===== src/rtl/spi_reader_pkg.sv =====
`default_nettype none
// ============================================================================
// Module   : spi_reader_pkg
// Brief    : Shared scan-FSM encoding and SPI mode constants for spi_multi_reader.
// Revision : 1.0 - initial release
// ============================================================================
package spi_reader_pkg;

  typedef enum logic [2:0] {
    ST_IDLE     = 3'd0,
    ST_CS_SETUP = 3'd1,
    ST_SHIFT    = 3'd2,
    ST_CS_HOLD  = 3'd3,
    ST_GAP      = 3'd4
  } state_t;

  localparam logic c_SPI_MODE0_CPOL = 1'b0;
  localparam logic c_SPI_MODE3_CPOL = 1'b1;

  // Index width that stays at least one bit wide for single-entry ranges.
  function automatic int f_idx_w(input int n);
    return (n > 1) ? $clog2(n) : 1;
  endfunction

endpackage
`default_nettype wire


===== src/rtl/spi_rx_shifter.sv =====
`default_nettype none
// ============================================================================
// Module   : spi_rx_shifter
// Brief    : Generates DATA_W sclk periods and shifts sdo in MSB first.
// Revision : 1.0 - initial release
// ============================================================================
module spi_rx_shifter
  import spi_reader_pkg::*;
#(
  parameter int   DATA_W  = 16,
  parameter int   CLK_DIV = 4,
  parameter logic CPOL    = c_SPI_MODE0_CPOL
) (
  input  logic              clk,
  input  logic              rst,
  input  logic              i_start,
  input  logic              i_sdo,
  output logic              o_sclk,
  output logic              o_done,
  output logic [DATA_W-1:0] o_data
);

  localparam int DIV_W = $clog2(CLK_DIV);
  localparam int BIT_W = $clog2(DATA_W);
  localparam logic [DIV_W-1:0] c_DIV_LAST = DIV_W'(CLK_DIV - 1);
  localparam logic [BIT_W-1:0] c_BIT_LAST = BIT_W'(DATA_W - 1);

  logic              r_active;
  logic              r_high;
  logic [DIV_W-1:0]  r_div;
  logic [BIT_W-1:0]  r_bit;
  logic              r_sclk;
  logic [DATA_W-1:0] r_shift;
  logic              w_half_end;

  assign w_half_end = r_active && (r_div == c_DIV_LAST);
  assign o_done     = w_half_end && r_high && (r_bit == c_BIT_LAST);
  assign o_sclk     = r_sclk;
  assign o_data     = r_shift;

  always_ff @(posedge clk) begin
    if (rst) begin
      r_active <= 1'b0;
      r_high   <= 1'b0;
      r_div    <= '0;
      r_bit    <= '0;
      r_sclk   <= CPOL;
      r_shift  <= '0;
    end else if (i_start) begin
      r_active <= 1'b1;
      r_high   <= 1'b0;
      r_div    <= '0;
      r_bit    <= '0;
      r_sclk   <= 1'b0;
    end else if (w_half_end) begin
      r_div <= '0;
      if (!r_high) begin
        // Low-to-high transition of sclk is the sampling point.
        r_high  <= 1'b1;
        r_sclk  <= 1'b1;
        r_shift <= {r_shift[DATA_W-2:0], i_sdo};
      end else if (o_done) begin
        r_active <= 1'b0;
        r_high   <= 1'b0;
        r_sclk   <= CPOL;
      end else begin
        r_high <= 1'b0;
        r_sclk <= 1'b0;
        r_bit  <= r_bit + BIT_W'(1);
      end
    end else if (r_active) begin
      r_div <= r_div + DIV_W'(1);
    end
  end

endmodule
`default_nettype wire


===== src/rtl/spi_multi_reader.sv =====
`default_nettype none
// ============================================================================
// Module   : spi_multi_reader
// Brief    : Periodically scans N_CH SPI peripherals and banks their frames.
// Revision : 1.0 - initial release
// ============================================================================
module spi_multi_reader
  import spi_reader_pkg::*;
#(
  parameter int   N_CH           = 2,
  parameter int   DATA_W         = 16,
  parameter int   CLK_DIV        = 4,
  parameter int   REFRESH_PERIOD = 1000,
  parameter logic CPOL           = c_SPI_MODE0_CPOL
) (
  input  logic                      clk,
  input  logic                      rst,
  input  logic                      trig,
  input  logic                      sdo,
  output logic                      sclk,
  output logic [N_CH-1:0]           cs_n,
  output logic [DATA_W-1:0]         data_o,
  output logic [f_idx_w(N_CH)-1:0]  ch_o,
  output logic                      valid_o,
  output logic [N_CH*DATA_W-1:0]    results_o,
  output logic                      busy_o,
  output logic                      overrun_o
);

  localparam int CH_W  = f_idx_w(N_CH);
  localparam int DIV_W = $clog2(CLK_DIV);
  localparam int REF_W = $clog2(REFRESH_PERIOD);
  localparam logic [DIV_W-1:0] c_DIV_LAST = DIV_W'(CLK_DIV - 1);
  localparam logic [REF_W-1:0] c_REF_LAST = REF_W'(REFRESH_PERIOD - 1);

  logic [REF_W-1:0]  r_refresh_cnt;
  state_t            r_state;
  logic [DIV_W-1:0]  r_phase;
  logic [CH_W-1:0]   r_ch;
  logic              w_tick;
  logic              w_req;
  logic              w_phase_end;
  logic              w_start;
  logic              w_done;
  logic [DATA_W-1:0] w_rx;

  assign w_tick      = (r_refresh_cnt == c_REF_LAST);
  assign w_req       = w_tick | trig;
  assign w_phase_end = (r_phase == c_DIV_LAST);
  assign w_start     = (r_state == ST_CS_SETUP) && w_phase_end;

  // Free-running, so tick spacing never depends on scan activity.
  always_ff @(posedge clk) begin
    if (rst || w_tick) begin
      r_refresh_cnt <= '0;
    end else begin
      r_refresh_cnt <= r_refresh_cnt + REF_W'(1);
    end
  end

  spi_rx_shifter #(
    .DATA_W  (DATA_W),
    .CLK_DIV (CLK_DIV),
    .CPOL    (CPOL)
  ) u_shifter (
    .clk     (clk),
    .rst     (rst),
    .i_start (w_start),
    .i_sdo   (sdo),
    .o_sclk  (sclk),
    .o_done  (w_done),
    .o_data  (w_rx)
  );

  always_ff @(posedge clk) begin
    if (rst) begin
      r_state   <= ST_IDLE;
      r_phase   <= '0;
      r_ch      <= '0;
      cs_n      <= '1;
      data_o    <= '0;
      ch_o      <= '0;
      valid_o   <= 1'b0;
      results_o <= '0;
      busy_o    <= 1'b0;
      overrun_o <= 1'b0;
    end else begin
      valid_o <= 1'b0;
      if (w_req && busy_o) begin
        overrun_o <= 1'b1;
      end
      case (r_state)
        ST_IDLE: begin
          if (w_req) begin
            r_state <= ST_CS_SETUP;
            r_phase <= '0;
            r_ch    <= '0;
            cs_n    <= ~N_CH'(1);
            busy_o  <= 1'b1;
          end
        end
        ST_CS_SETUP: begin
          if (w_phase_end) begin
            r_state <= ST_SHIFT;
            r_phase <= '0;
          end else begin
            r_phase <= r_phase + DIV_W'(1);
          end
        end
        ST_SHIFT: begin
          if (w_done) begin
            r_state <= ST_CS_HOLD;
            r_phase <= '0;
          end
        end
        ST_CS_HOLD: begin
          if (w_phase_end) begin
            r_phase <= '0;
            cs_n    <= '1;
            data_o  <= w_rx;
            ch_o    <= r_ch;
            valid_o <= 1'b1;
            for (int k = 0; k < N_CH; k++) begin
              if (int'(r_ch) == k) begin
                results_o[k*DATA_W +: DATA_W] <= w_rx;
              end
            end
            if (int'(r_ch) < N_CH - 1) begin
              r_state <= ST_GAP;
            end else begin
              r_state <= ST_IDLE;
              busy_o  <= 1'b0;
            end
          end else begin
            r_phase <= r_phase + DIV_W'(1);
          end
        end
        ST_GAP: begin
          if (w_phase_end) begin
            r_state <= ST_CS_SETUP;
            r_phase <= '0;
            r_ch    <= r_ch + CH_W'(1);
            cs_n    <= ~(N_CH'(1) << (r_ch + CH_W'(1)));
          end else begin
            r_phase <= r_phase + DIV_W'(1);
          end
        end
        default: begin
          r_state <= ST_IDLE;
          busy_o  <= 1'b0;
          cs_n    <= '1;
        end
      endcase
    end
  end

endmodule
`default_nettype wire


===== config.mk =====
export PLATFORM = sky130hd
export DESIGN_NAME = spi_multi_reader
export DESIGN_NICKNAME = d
export VERILOG_FILES = /design/src/rtl/spi_reader_pkg.sv /design/src/rtl/spi_rx_shifter.sv /design/src/rtl/spi_multi_reader.sv
export SDC_FILE = /design/constraint.sdc
export NUM_CORES = 1
export LEC_CHECK = 0
export BUFFER_PORTS_ARGS = -buffer_cell sky130_fd_sc_hd__buf_4
export CORE_MARGIN = 2
export CORE_UTILIZATION = 55
export CTS_CLUSTER_SIZE = 14
export DETAILED_ROUTE_END_ITERATION = 7
export PLACE_DENSITY = 0.85
export SETUP_SLACK_MARGIN = 0.15
export SYNTH_ARGS = -nofsm -noshare
export SYNTH_HDL_FRONTEND = slang
export SYNTH_HIERARCHICAL = 1
export SYNTH_SLANG_ARGS = --single-unit
export TNS_END_PERCENT = 20

===== constraint.sdc =====
create_clock -name clk -period 4.46 [get_ports clk]
set_input_delay 0.446 -clock clk [delete_from_list [all_inputs] [get_ports clk]]
set_output_delay 0.446 -clock clk [all_outputs]
set_load 0.01 [all_outputs]

Yosys cells after proc, flatten, opt, wreduce, memory -nomap -nowiden:

Index checks and enable logic that the tools add are counted.

* $mul: 0
* $lt $le $gt $ge: 1
* add/subtract/negate cells: 5
* shift operators: 1
* bitwise logic cells: 9
* divide/modulo/power cells: 0
* reduce and logical (&&, ||, !) cells: 29
* equal/unequal tests: 14
* muxes and demuxes: 28

Operator list (number)
* AND reduction 3 bit: 7
* two-way mux 3 bit: 6
* case mux 3 bit (5 select lines): 1
* two-way mux 2 bit: 6
* two-way mux 1 bit: 11
* adder 10 x 1 -> 10 bit, second input constant: 1
* equality test 10 bit, second input constant: 1
* inequality test 2 bit, second input constant: 5
* OR reduction 3 bit: 3
* case mux 2 bit (4 select lines): 1
* AND reduction 4 bit: 2
* nonzero test 2 bit: 4
* NOT 1 bit: 7
* equality test 3 x 2 -> 1 bit, second input constant: 2
* case mux 2 bit (3 select lines): 1
* OR reduction 2 bit: 3
* logical AND 1 bit: 5
* AND reduction 5 bit: 1
* adder 2 x 1 -> 2 bit, second input constant: 2
* adder 4 x 1 -> 4 bit, second input constant: 1
* equality test 2 bit, second input constant: 2
* equality test 4 bit, second input constant: 1
* equality test 3 x 1 -> 1 bit, second input constant: 1
* equality test 3 bit, second input constant: 1
* 12 further kinds: 12

* memory bits (read-only): 0
* flip-flop bits (word level): 94
* bits in writable memories: 0
* memories: 0
* latch bits: 0

Depth between registers and ports, before layout:

* word-level depth: 8
* gate-level depth with buffers: 9

By module:

Netlist, hierarchy kept.

Modules (own cells, without submodules)
* spi_multi_reader: area an instance 2693.8 um^2, cells an instance 327, instances 1
* spi_rx_shifter: area an instance 1008.5 um^2, cells an instance 114, instances 1

Least setup slack after synthesis:

Ideal clock, no wire load.

* path kind: register to register
* start point: reg r_phase[0]
* end point: reg u_shifter.r_shift[1] (netlist: u_shifter/o_data[1])
* period minus slack after synthesis: 1971 ps
* library setup time: 71 ps
* path buffers: 3
* cell stages (with the launch flop): 10
* data arrival time: 1900 ps
* setup slack: 2489 ps
* cells stage by stage: dfxtp_1 > ha_1 > buf_4 > nand2_1 > nor3_1 > nand4bb_1 > buf_2 > buf_2 > nand2_1 > a21oi_2

* cells in the longest elaborated chain, start to end: 4

RTL lines
* start: declaration: RTL line spi_multi_reader.sv:38 `logic [DIV_W-1:0] r_phase;`
* start signal: assignment: RTL line spi_multi_reader.sv:107 `r_phase <= r_phase + DIV_W'(1);`
* start signal: assignment: RTL line spi_multi_reader.sv:135 `r_phase <= r_phase + DIV_W'(1);`
* start signal: assignment: RTL line spi_multi_reader.sv:145 `r_phase <= r_phase + DIV_W'(1);`
* equality test 2 bit: RTL line spi_multi_reader.sv:49 `assign w_phase_end = (r_phase == c_DIV_LAST);`
* net w_phase_end: RTL line spi_multi_reader.sv:42 `logic w_phase_end;`
* logical AND 1 bit: RTL line spi_multi_reader.sv:50 `assign w_start = (r_state == ST_CS_SETUP) && w_phase_end;`
* net w_start: RTL line spi_multi_reader.sv:43 `logic w_start;`
* NOT 1 bit (no line)
* AND reduction 3 bit (no line)
* end signal: assignment: RTL line spi_rx_shifter.sv:61 `r_shift <= {r_shift[DATA_W-2:0], i_sdo};`
* end: declaration: RTL line spi_rx_shifter.sv:33 `logic [DATA_W-1:0] r_shift;`

The timed path passes the listed nets, and every way through them passes these cells.
A chain may end at the register's enable or synchronous reset.

Final worst setup path:

* start point: reg r_phase[0]
* end point: reg u_shifter.r_shift[7] (netlist: u_shifter/o_data[7])

Same word-level chain as after synthesis.

==> impl_results.md <==
* Final wirelength at roughly 7800 um
* CTS buffer count at 9
* Initial Utilization at between 50 and 60%
* Distinct cell type count after synthesis at 50
* Dominant cells by area after synthesis: dfxtp_1, nand2_1, a21oi_1
* Fin crit period at ~2600 ps
* Nets at roughly 490
* Pin count of the biggest net entering global routing at 88
* CP Max Fanout at 16
* Most common cell in the netlist: nand2_1
* Die area at 7400 sq um
* FP Rows at 29
* Crit start category: flop
* Final Hold Fails at 0
* Root buffer cell: clkbuf_8
* Fmax achieved at roughly 0.38 GHz
* Vias in the first global route at roughly 2800
* Post-cts sizing count at 0
* Async S/R FF share, synth at 0%
* Max clock buf depth at 2
* Ratio of cells with drive above 1 in the final layout at 20.3%
* Ant. Diodes at 0
* Worst-path clk slew at ~100 ps
* Top post-synthesis cells by count: nand2_1, dfxtp_1, a21oi_1
* Wire length per cell at roughly 14 um
* Setup violators final at 0
* 1st-iter DRT viols at 265
* Vias per inst at approximately 5.5
* RSZ-0062 raised after global routing: no
* Top FF cell, synth: dfxtp_1
* FF-to-FF setup slack at approximately 1900 ps
* Status: finished clean
* CTS tree: yes
* TNS Setup at 0 ps
* Share of the synthesized area in the top cell type at 50.8%
* WP data arrival at between 2000 and 3000 ps
* First-pass GRT wire length at 12800 um
* Synth Register Bits at 94
* Port bufs at 58
* CP required at ~4700 ps
* Met2 WL at between 3000 and 4000 um
* DR vias at 3127
* Layout Skew at approximately 10 ps
* Non-filler instance count after layout at between 500 and 600
* Chip height at 86.0 um
* DP HPWL at just over 5000 um
* Synthesized cell area at 3700 sq um
* Setup crit end: u_shifter/o_data[7]
* Critical path class: reg -> reg
* Die Width at between 80 and 90 um
* Slew @ Worst Pin at ~930 ps
* Metal3 WL at 372 um
* Sequential cell area at 1880 sq um
* Filler cells at around 520
* Syn Area/Cell at about 8.4 sq um
* Total placed cells including tap cells at 549
* Hold Crit Depth at 3
* FF-to-FF path depth at 6
* Initial antenna violation count at 0
* TritonCTS Sinks at 94
* I/O pin total at 59
* Syn nets at about 450
* Area of the multi-input gates at ~1700 sq um
* Seq/Total Area, Yosys at between 50% and 60%
* Cells after synthesis at around 440
* R2R Path End: u_shifter/o_data[7]
* CTS H-Tree Depth at 3
* Total core area at between 6000 and 7000 sq um
* VDD IR-drop max at ~0.00019 V
* Hold Path Class: in -> reg
* Pwr dens at approximately 350 nW/um^2
* Crit path launch: r_phase[0]
* Number of flops mapped to enable cells by yosys at 0
* Gr usage total at a little over a fifth
* Yosys warnings at 6
* Pleak at 0.00158 uW
* Slew Limit Headroom at a little under two fifths
* Area Growth Syn to Fin at 16.4%
* Pre-antenna DRT Iters at 4
* Final Max Slew Viols at 0
* Max Cap Violations at 0
* DR top layer: met4
* Hold Buf Count CTS at 0
* Cell taking the most area after synthesis: dfxtp_1
* Overflow after GRT at 0
* Routed Antenna Nets at 0
* CP endpoint kind: flop
* Post-route DRC at 0
* Reg2reg start: r_phase[0]
* Clk Latency, worst-skew pair at ~360 ps
* Gpl congestion at between 0.8 and 0.9
* Crit share post-route at 58.4%
* Post-CTS Setup Inserts at 0
* Routed length on met1 at approximately 3600 um
power by group:
group	total, uW	switching (uW)	internal, uW
sequential	854	7.44	846
combinational	45.6	28.1	17.5
clock	601	316	285
total	1500	351	1150
cell type report:
cell class,count,area share [%]
Sequential cell,94,43.7
Multi-Input combinational cell,315,38.5
Timing Repair Buffer,59,10.3
Clock buffer,10,3.19
Tap cell,77,2.24
Clock inverter,6,1.80
Inverter,4,0.349
worst max-delay path, cell delays in order (launching register included):
cell and delay (ps):
dfxtp_1 370, ha_1 340, nand2_1 130, nor3_1 720
nand4bb_1 640, nand2_1 140, a21oi_1 190
placed cells by master (no fill, tap or decap), drive strengths merged, types with 2 or more instances in the layout:
master and count:
and3 5, and2 3, mux2i 3, nand3 5, a2111oi 2, o21ai 6, nor3 8, a22o 2
inv 7, a31o 3, nand2 142, and4b 2, ha 4, or3 2, nor3b 2, clkbuf 10
a21oi 75, buf 59, dfxtp 94, xnor2 3, a21boi 2, nor4 2, nand2b 2, nor2 22
xor2 6
logic make-up after synthesis:
group | count (synthesis) | synth area share, %
buffers and inverters | 32 | 4.60
flip-flops | 94 | 50.8
multiplexers | 3 | 0.811
XOR/XNOR | 9 | 2.13
AND/OR/NAND/NOR | 203 | 24.0
AO/OA/AOI/OAI | 96 | 16.3
adder cells (fa/ha/maj) | 4 | 1.35
through the flow:
step / total power [uW] / instance area (sq um) / worst slack, ps / util (%) / hold WS [ps]
global placement: 917 / 4090 / 2070 / 63.7 / 429
detailed placement: 919 / 4090 / 1890 / 63.7 / 447
global route: 1540 / 4310 / 1630 / 67.1 / 315
finish: 1500 / 4310 / 1860 / 67.1 / 315
floorplan: 906 / 3700 / 2490 / - / 418
CTS: 1510 / 4310 / 1850 / 67.1 / 305
sequential cells by signal (all words and copies together) (netlist names):
name                cells
busy_o                  1
ch_o                    1
cs_n                    2
data_o                 16
overrun_o               1
r_ch                    1
r_phase                 2
r_refresh_cnt          10
r_state                 3
results_o              32
u_shifter/o_data       16
u_shifter/o_sclk        1
u_shifter/r_active      1
u_shifter/r_bit         4
u_shifter/r_div         2
valid_o                 1
how the worst min path moves through the flow:
| stage | from | to | slack, ps |
|---|---|---|---|
| 2_1_floorplan | r_refresh_cnt[0] | r_refresh_cnt[0] | 420 |
| 3_3_place_gp | r_refresh_cnt[0] | r_refresh_cnt[0] | 430 |
| 3_5_place_dp | r_refresh_cnt[0] | r_refresh_cnt[0] | 450 |
| 4_1_cts | sdo | u_shifter/o_data[0] | 300 |
| 5_1_grt | sdo | u_shifter/o_data[0] | 320 |
| 6_report | sdo | u_shifter/o_data[0] | 320 |
per-layer routing:
layer | vias to the layer above | track usage [%]
li1 | 1561 | -
met3 | 12 | 3.66
met2 | 74 | 35.6
met4 | 0 | 9.09
met1 | 1480 | 27.4
met5 | - | 0
Note: power is estimated with default switching activity, not from simulation.
